==> src/rtl/tile_resolve.sv <==
// tile_resolve: walks a finished tile through the tile buffer's 2x2 quad read
// port, converts each pixel to RGBA8 and streams the tile in scanline order,
// four pixels per 128-bit beat. Even rows go straight to the output FIFO; odd
// rows are parked in a line buffer and replayed after the even row.
module tile_resolve #(
  parameter int POS_ADDRW   = 8,
  parameter int TILE_WIDTH  = 128,
  parameter int TILE_HEIGHT = 64,
  parameter int FIFO_DEPTH  = 4
) (
  input  logic                  clk,
  input  logic                  rstn,
  input  logic                  i_start,
  output logic                  o_busy,
  output logic                  o_done,
  input  logic                  i_tb_ready,
  output logic [POS_ADDRW-1:0]  o_rd_x,
  output logic [POS_ADDRW-1:0]  o_rd_y,
  output logic                  o_rd_valid,
  input  logic [3:0][71:0]      i_rd_data,
  input  logic                  i_rd_valid,
  output logic [127:0]          o_tdata,
  output logic                  o_tvalid,
  input  logic                  i_tready,
  output logic                  o_tlast,
  output logic                  o_tuser
);

  localparam int BEATS_ROW = TILE_WIDTH / 4;
  localparam int IDXW      = (BEATS_ROW > 1) ? $clog2(BEATS_ROW) : 1;
  localparam int PTRW      = (FIFO_DEPTH > 1) ? $clog2(FIFO_DEPTH) : 1;
  localparam int CNTW      = PTRW + 1;

  localparam logic [IDXW-1:0]      IDX_LAST = IDXW'(BEATS_ROW - 1);
  localparam logic [POS_ADDRW-1:0] Y_LAST   = POS_ADDRW'(TILE_HEIGHT - 2);
  localparam logic [CNTW:0]        DEPTH_L  = (CNTW + 1)'(FIFO_DEPTH);

  typedef enum logic [1:0] {IDLE, EVEN, ODD, DRAIN} state_t;

  state_t                state_q, state_d;
  logic [POS_ADDRW-1:0]  y_q, y_d;
  logic [IDXW-1:0]       idx_q, idx_d;
  logic                  phase_b_q, phase_b_d;
  logic                  done_q, done_d;

  logic                  issue_a, issue_b, lb_rd;
  logic                  free_ok;
  logic [CNTW-1:0]       inflight_q;

  // Output FIFO, entries are {tuser, tlast, data}
  logic [129:0]          fifo_mem [FIFO_DEPTH];
  logic [PTRW-1:0]       wr_ptr_q, rd_ptr_q;
  logic [CNTW-1:0]       count_q;
  logic                  push, pop;
  logic [129:0]          push_word, head;

  // Quad read return path and odd-row line buffer
  logic                  a_pend_q, b_pend_q, lb_pend_q;
  logic [IDXW-1:0]       b_idx_q;
  logic                  b_first_q, lb_last_q;
  logic [63:0]           half_even_q, half_odd_q;
  logic [127:0]          lb_mem [BEATS_ROW];
  logic [127:0]          lb_q;
  logic [3:0][31:0]      px;
  logic                  unused_bits;

  // Convert the four returned pixels to RGBA8; depth and colour LSBs drop out
  always_comb begin
    unused_bits = 1'b0;
    for (int unsigned i = 0; i < 4; i++) begin
      px[i] = {8'hFF, i_rd_data[i][71:64], i_rd_data[i][55:48], i_rd_data[i][39:32]};
      unused_bits = unused_bits ^ (^{i_rd_data[i][63:56], i_rd_data[i][47:40], i_rd_data[i][31:0]});
    end
  end

  // A new beat may be started only if it is guaranteed a FIFO slot
  assign free_ok = ({1'b0, count_q} + {1'b0, inflight_q}) < DEPTH_L;

  // Next-state and read issue; the second read of a pair is never gated
  always_comb begin
    state_d   = state_q;
    y_d       = y_q;
    idx_d     = idx_q;
    phase_b_d = phase_b_q;
    done_d    = 1'b0;
    issue_a   = 1'b0;
    issue_b   = 1'b0;
    lb_rd     = 1'b0;
    unique case (state_q)
      IDLE: begin
        if (i_start) begin
          state_d   = EVEN;
          y_d       = '0;
          idx_d     = '0;
          phase_b_d = 1'b0;
        end
      end
      EVEN: begin
        if (phase_b_q) begin
          issue_b   = 1'b1;
          phase_b_d = 1'b0;
          if (idx_q == IDX_LAST) begin
            idx_d   = '0;
            state_d = ODD;
          end else begin
            idx_d = idx_q + IDXW'(1);
          end
        end else if (i_tb_ready && free_ok) begin
          issue_a   = 1'b1;
          phase_b_d = 1'b1;
        end
      end
      ODD: begin
        if (free_ok) begin
          lb_rd = 1'b1;
          if (idx_q == IDX_LAST) begin
            idx_d = '0;
            if (y_q == Y_LAST) begin
              state_d = DRAIN;
            end else begin
              y_d     = y_q + POS_ADDRW'(2);
              state_d = EVEN;
            end
          end else begin
            idx_d = idx_q + IDXW'(1);
          end
        end
      end
      DRAIN: begin
        // Leave as the final beat handshakes so o_done lands the cycle after
        if (inflight_q == '0 && (count_q == '0 || (count_q == CNTW'(1) && pop))) begin
          state_d = IDLE;
          done_d  = 1'b1;
        end
      end
      default: state_d = IDLE;
    endcase
  end

  // FSM state, coordinates and done pulse
  always_ff @(posedge clk) begin
    if (!rstn) begin
      state_q   <= IDLE;
      y_q       <= '0;
      idx_q     <= '0;
      phase_b_q <= 1'b0;
      done_q    <= 1'b0;
    end else begin
      state_q   <= state_d;
      y_q       <= y_d;
      idx_q     <= idx_d;
      phase_b_q <= phase_b_d;
      done_q    <= done_d;
    end
  end

  assign o_busy     = (state_q != IDLE);
  assign o_done     = done_q;
  assign o_rd_valid = issue_a | issue_b;
  assign o_rd_x     = o_rd_valid ? POS_ADDRW'({idx_q, issue_b, 1'b0}) : '0;
  assign o_rd_y     = o_rd_valid ? y_q : '0;

  // Track outstanding reads and beats that have reserved a FIFO slot
  always_ff @(posedge clk) begin
    if (!rstn) begin
      a_pend_q   <= 1'b0;
      b_pend_q   <= 1'b0;
      lb_pend_q  <= 1'b0;
      inflight_q <= '0;
    end else begin
      a_pend_q   <= issue_a;
      b_pend_q   <= issue_b;
      lb_pend_q  <= lb_rd;
      inflight_q <= inflight_q + CNTW'(issue_a | lb_rd) - CNTW'(b_pend_q | lb_pend_q);
    end
  end

  // Assemble half beats, fill the line buffer, and read it back for odd rows
  always_ff @(posedge clk) begin
    if (issue_b) begin
      b_idx_q   <= idx_q;
      b_first_q <= (y_q == '0) && (idx_q == '0);
    end
    if (a_pend_q && i_rd_valid) begin
      half_even_q <= {px[1], px[0]};
      half_odd_q  <= {px[3], px[2]};
    end
    if (b_pend_q && i_rd_valid) begin
      lb_mem[b_idx_q] <= {px[3], px[2], half_odd_q};
    end
    if (lb_rd) begin
      lb_q      <= lb_mem[idx_q];
      lb_last_q <= (y_q == Y_LAST) && (idx_q == IDX_LAST);
    end
  end

  // FIFO write source: even-row beat from the quad port or odd-row beat from the line buffer
  always_comb begin
    push      = 1'b0;
    push_word = '0;
    if (b_pend_q && i_rd_valid) begin
      push      = 1'b1;
      push_word = {b_first_q, 1'b0, px[1], px[0], half_even_q};
    end else if (lb_pend_q) begin
      push      = 1'b1;
      push_word = {1'b0, lb_last_q, lb_q};
    end
  end

  assign o_tvalid = (count_q != '0);
  assign pop      = o_tvalid & i_tready;

  // Present the FIFO head, zeroed when nothing is valid
  always_comb begin
    head = fifo_mem[rd_ptr_q];
    {o_tuser, o_tlast, o_tdata} = o_tvalid ? head : '0;
  end

  // FIFO pointers and occupancy
  always_ff @(posedge clk) begin
    if (!rstn) begin
      wr_ptr_q <= '0;
      rd_ptr_q <= '0;
      count_q  <= '0;
    end else begin
      if (push) wr_ptr_q <= wr_ptr_q + PTRW'(1);
      if (pop)  rd_ptr_q <= rd_ptr_q + PTRW'(1);
      count_q <= count_q + CNTW'(push) - CNTW'(pop);
    end
  end

  // FIFO storage
  always_ff @(posedge clk) begin
    if (push) fifo_mem[wr_ptr_q] <= push_word;
  end

endmodule

==> config.mk <==
export PLATFORM = sky130hd
export DESIGN_NAME = tile_resolve
export DESIGN_NICKNAME = d
export VERILOG_FILES = /design/src/rtl/tile_resolve.sv
export SDC_FILE = /design/constraint.sdc
export NUM_CORES = 2
export LEC_CHECK = 0
export CAP_MARGIN = 20
export CORE_UTILIZATION = 60
export CTS_BUF_LIST = sky130_fd_sc_hd__clkbuf_16
export CTS_CLUSTER_DIAMETER = 150
export DETAILED_ROUTE_END_ITERATION = 16
export PLACE_DENSITY_LB_ADDON = 0.3
export SLEW_MARGIN = 20
export SYNTH_ARGS = -nofsm -noshare
export SYNTH_HDL_FRONTEND = slang
export SYNTH_MEMORY_MAX_BITS = 65536
export SYNTH_SLANG_ARGS = --single-unit
==> constraint.sdc <==
create_clock -name clk -period 14.95 [get_ports clk]
set_clock_uncertainty 0.05 [all_clocks]
set_input_delay 2.2425 -clock clk [delete_from_list [all_inputs] [get_ports clk]]
set_output_delay 2.2425 -clock clk [all_outputs]
set_load 0.05 [all_outputs]
Word-level counts from Yosys, hierarchy flattened
Memories as Yosys holds them, arrays and structs flattened. A register that Yosys moved wholly into a read port is not among the register bits.
Index checks and enable logic that the tools add are counted.
{"block": "totals", "ramBits": 3592, "elab_cells": 111, "register_bits": 261, "n_memories": 2}
{"block": "op_classes", "bitwise_logic": 4, "n_reduce_logical": 23, "magnitude_cmp": 1, "eq_ne": 13, "mux": 41, "n_addsub": 9}
{"memory": "lb_mem", "words": 32, "width": 96, "rd": 1, "rd_ports_with_merged_regs": 1, "wr": 1, "line": "62", "rtl": "logic [127:0] lb_mem [BEATS_ROW];"}
{"memory": "fifo_mem", "words": 4, "width": 130, "rd": 1, "rd_ports_with_merged_regs": 1, "wr": 1, "line": "51", "rtl": "logic [129:0] fifo_mem [FIFO_DEPTH];"}
{"cell": "130-bit 2-to-1 mux", "count": 2}
{"cell": "129-bit 2-to-1 mux", "count": 1}
{"cell": "8-bit 2-to-1 mux", "count": 5}
{"cell": "5-bit 2-to-1 mux", "count": 4}
{"cell": "2-bit 2-to-1 mux", "count": 9}
{"cell": "8-bit one-hot mux with 2 select lines", "count": 1}
{"cell": "1-bit 2-to-1 mux", "count": 15}
{"cell": "5-bit one-hot mux with 3 select lines", "count": 1}
{"cell": "2-bit inequality test (second input constant)", "count": 7}
{"cell": "8-bit by 2-bit adder with 8-bit output (second input constant)", "count": 1}
{"cell": "8-bit by 6-bit == test with 1-bit output (second input constant)", "count": 1}
{"cell": "8-bit logical NOT", "count": 1}
{"cell": "2-bit one-hot mux with 4 select lines", "count": 1}
{"cell": "1-bit logical AND", "count": 7}
{"cell": "7-bit 2-to-1 mux", "count": 1}
{"cell": "3-bit by 1-bit adder with 3-bit output", "count": 2}
{"cell": "3-bit logical NOT", "count": 2}
{"cell": "6-bit AND reduction", "count": 1}
{"cell": "2-bit nonzero test", "count": 3}
{"cell": "3-bit nonzero test", "count": 2}
{"cell": "3-bit by 1-bit subtractor with 3-bit output", "count": 2}
{"cell": "5-bit by 1-bit adder with 5-bit output (second input constant)", "count": 1}
{"cell": "5-bit == test (second input constant)", "count": 1}
{"cell": "5-bit logical NOT", "count": 1}
{"cell": "14 further kinds", "count": 19}

Longest topological paths before layout
{"block": "logic_depth", "word_depth": 9, "mapped_depth": 11, "mapped_depth_nobuf": 11}

Worst setup path after synthesis
Ideal clock, no wire load.
{"block": "synth_path", "path_type": "input to register", "from": "in i_rd_valid", "to": "mem lb_mem[14][0] (netlist bit) (enable)", "t_arrival_ns": 7.168, "setup_ns": 0.552, "path_stages": 5, "slack_ns": 7.180, "path_cell_list": "and2_1 > clkbuf_1 > clkbuf_1 > nand3b_1 > nor2_1"}
{"block": "synth_between", "elab_chain_cells": 3}
{"item": "from (decl)", "line": "21", "rtl": "input logic i_rd_valid,"}
{"item": "1-bit logical AND", "line": "188", "rtl": "if (b_pend_q && i_rd_valid) begin"}
{"item": "1-bit 2-to-1 mux", "line": "188"}
{"item": "1-bit 2-to-1 mux (not written as such)", "line": "189", "rtl": "lb_mem[b_idx_q] <= {px[3], px[2], half_odd_q};"}
{"item": "to (decl)", "line": "62"}
No other way between the ends.

==> summary.txt <==
Placed design
  – Input/output buffers: 248
  – Setup slack at placement: 7.934 ns
  – GPL Wtd Cong: 0.7994
  – Post-DP HPWL: 188.6 mm

Power and ir drop
  – Power Density: 155.0 nW/um^2
  – Leakage power: 48.50 nW
  – Peak supply drop: 0.1804 mV

Logic synthesis
  – EDFF count, synth: 3667
  – Prevailing post-synth register cell: edfxtp_1
  – Asr flop ratio synth: 0%
  – Mapped cell area: 141200 sq um
  – Avg Cell Area, Syn: 21.42 sq um
  – Post-synth top cells: edfxtp_1, mux4_2, nand2_1, mux2i_1, clkbuf_1
  – Cell with the most instances after synthesis: edfxtp_1
  – Synth unique cells: 56
  – Top-area cell type share of the netlist area: 77.96%
  – #FFs+latches synth: 3698
  – Cell count after synthesis: 6595
  – Largest cells by area after synthesis: edfxtp_1, mux4_2, mux2i_1
  – YS warnings: 0
  – Leading area contributor after synthesis: edfxtp_1
  – Sequential cell area fraction in the yosys report: 78.40%

Final layout
  – Share of cells above drive strength 1: 21.22%
  – Area Overhead vs Synth: 12.31%
  – NumNets Final: 7320

Setup path
  – R2r setup slk: 9.10 ns
  – Crit end category: output port
  – Crit-path max FO: 46
  – Crit path launch type: register
  – Reg-to-reg startpoint: idx_q[0]$_SDFFE_PN0P_
  – Critical path class: reg2out
  – CP required: 12.66 ns
  – Worst Path Arrival: 4.77 ns

Route
  – DR vias: 70990
  – Drc violations: 0
  – Final ANT Viol Nets: 0
  – DRT iter0 DRCs: 9476
  – First-pass iteration count of the detailed router: 6
  – WL final: 355.2 mm
  – Per-cell routed wire length: 34.10 um
  – Drt via density: 6.816

Floorplan
  – Die area: 237300 sq um
  – Row Count: 177
  – Chip Height: 487.2 um
  – Initial Utilization: 60.57%
  – IO Pins: 444
  – Core area: 233200 sq um
  – Die Width: 487.2 um

Clock tree
  – Clk_lat worst skew: 0.96 ns
  – CTS root buf: clkbuf_16
  – Clock Tree Buf Depth: 4
  – H-tree levels: 5
  – TritonCTS clock tree: yes
  – Clk slew on worst S/H paths: 0.06 ns
  – CTS buffer count: 369
  – CTS Hold Buffers Added: 0
  – CTS sink cnt: 3698
  – Number of setup buffers added after CTS: 0
  – Post_cts resized: 0

Timing
  – Final Max Tran Viols: 0
  – Final setup fails: 0
  – Hold Vio Cnt, Final: 0
  – Relative slew slack: 13.11%
  – Setup total negative slack: 0 ns
  – Worst-margin pin slew: 1.303 ns
  – Hold WS: 0.4454 ns
  – Min Tclk post-route: 7.061 ns
  – Fmax: 141.6 MHz
  – RSZ-0062 raised after global routing: no
  – Final WS setup: 7.889 ns
  – Final period util: 47.23%

GRT
  – Vias in the first global route: 71110
  – Initial antenna violation count: 28
  – Tot GR Track Use: 30.13%
  – Grt total ovfl: 0
  – Largest net degree at the start of global routing: 103
  – First-pass GRT wire length: 503.1 mm

Worst hold path
  – Worst min-delay path startpoint: wr_ptr_q[1]$_SDFFE_PN0N_
  – Hold Crit Class: reg2reg

Flow run
  – Max-capacitance violation count: 0

Outcome
  – Status: finished, final reports clean
final timing paths:
kind | to | depth (start not counted)
max | o_tdata[50] | 5
min | wr_ptr_q[1]$_SDFFE_PN0N_ | 2
max reg2reg | lb_q[47]$_DFFE_PP_ | 9
min reg2reg | wr_ptr_q[1]$_SDFFE_PN0N_ | 2
registers in the layout (all words and copies together), names as in the netlist, 3 cells and up, named ones only:
register and cells:
count_q 3, fifo_mem 396, half_even_q 48, idx_q 5, inflight_q 3, b_idx_q 5
y_q 7, lb_mem 3072, half_odd_q 48, lb_q 96
cell usage in the layout, fill, tap and decap left out, types with 88 or more instances in the layout:
master           Yosys  routed
inv_1               17      88
mux4_2             706     706
nand3_1            109     109
nand2_1            462     461
and2_1             123     120
mux2i_1            382     382
buf_4               81     176
clkinv_1             0      90
clkbuf_16            0     374
a221oi_1           118     112
o22ai_1            121     121
clkdlybuf4s50_1      0     218
edfxtp_1          3667    3667
a211oi_1            98      93
logic make-up (layout without fill, tap and decap cells):
logic type | Yosys count | in the layout | synth area share, %
flip-flops | 3698 | 3698 | 78.40
buffers and inverters | 425 | 1105 | 1.797
AND/OR/NAND/NOR | 806 | 806 | 2.571
other | 1 | 9 | 0.002655
AO/OA/AOI/OAI | 503 | 503 | 2.655
adder cells (fa/ha/maj) | 20 | 20 | 0.1878
XOR/XNOR | 7 | 7 | 0.04341
multiplexers | 1135 | 1135 | 14.34
area by class of cell:
| class | instances | area [sq um] |
|---|---|---|
| flip-flops and latches | 3698 | 110800 |
| clock buffers | 374 | 9359 |
| well taps | 3132 | 3919 |
| inverters | 17 | 66.31 |
| repair buffers | 446 | 4030 |
| multi-input cells | 2474 | 28410 |
| diodes | 6 | 15.01 |
| clock inverters | 268 | 2057 |
| fillers | 13880 | 74580 |
layer usage:
| metal | vias up | share of wire [%] | track usage (%) |
|---|---|---|---|
| li1 | 28180 | - | - |
| met1 | 36820 | 36 | 41.69 |
| met2 | 5219 | 48 | 47.67 |
| met3 | 745 | 13 | 7.549 |
| met4 | 22 | 3.3 | 9.625 |
| met5 | - | 0.039 | 0 |
power by group:
part	switching, mW	total [mW]	internal [mW]
clock network	3.73	8.82	5.09
logic	2.36	4.05	1.69
registers	0.168	11.7	11.5
worst max-delay path, cell delays in order, from the launching register on:
cell	delay [ns]
dfxtp_4	0.65
buf_4	0.83
buf_4	0.67
mux4_2	0.60
and2_1	0.18
clkdlybuf4s50_1	0.80
through the flow:
step | util (%) | instances | instance area [sq um] | power [mW]
final | 68.02 | 10420 | 158600 | 24.58
after global routing | 68.02 | 10410 | 158600 | 25.27
after CTS | 68.00 | 10400 | 158600 | 24.65
after detailed placement | 63.11 | 9757 | 147200 | 15.96
after global placement | 63.10 | 9755 | 147100 | 15.89
after floorplan | - | 6597 | 141200 | 14.94
Note: power is estimated with default switching activity, not from simulation.
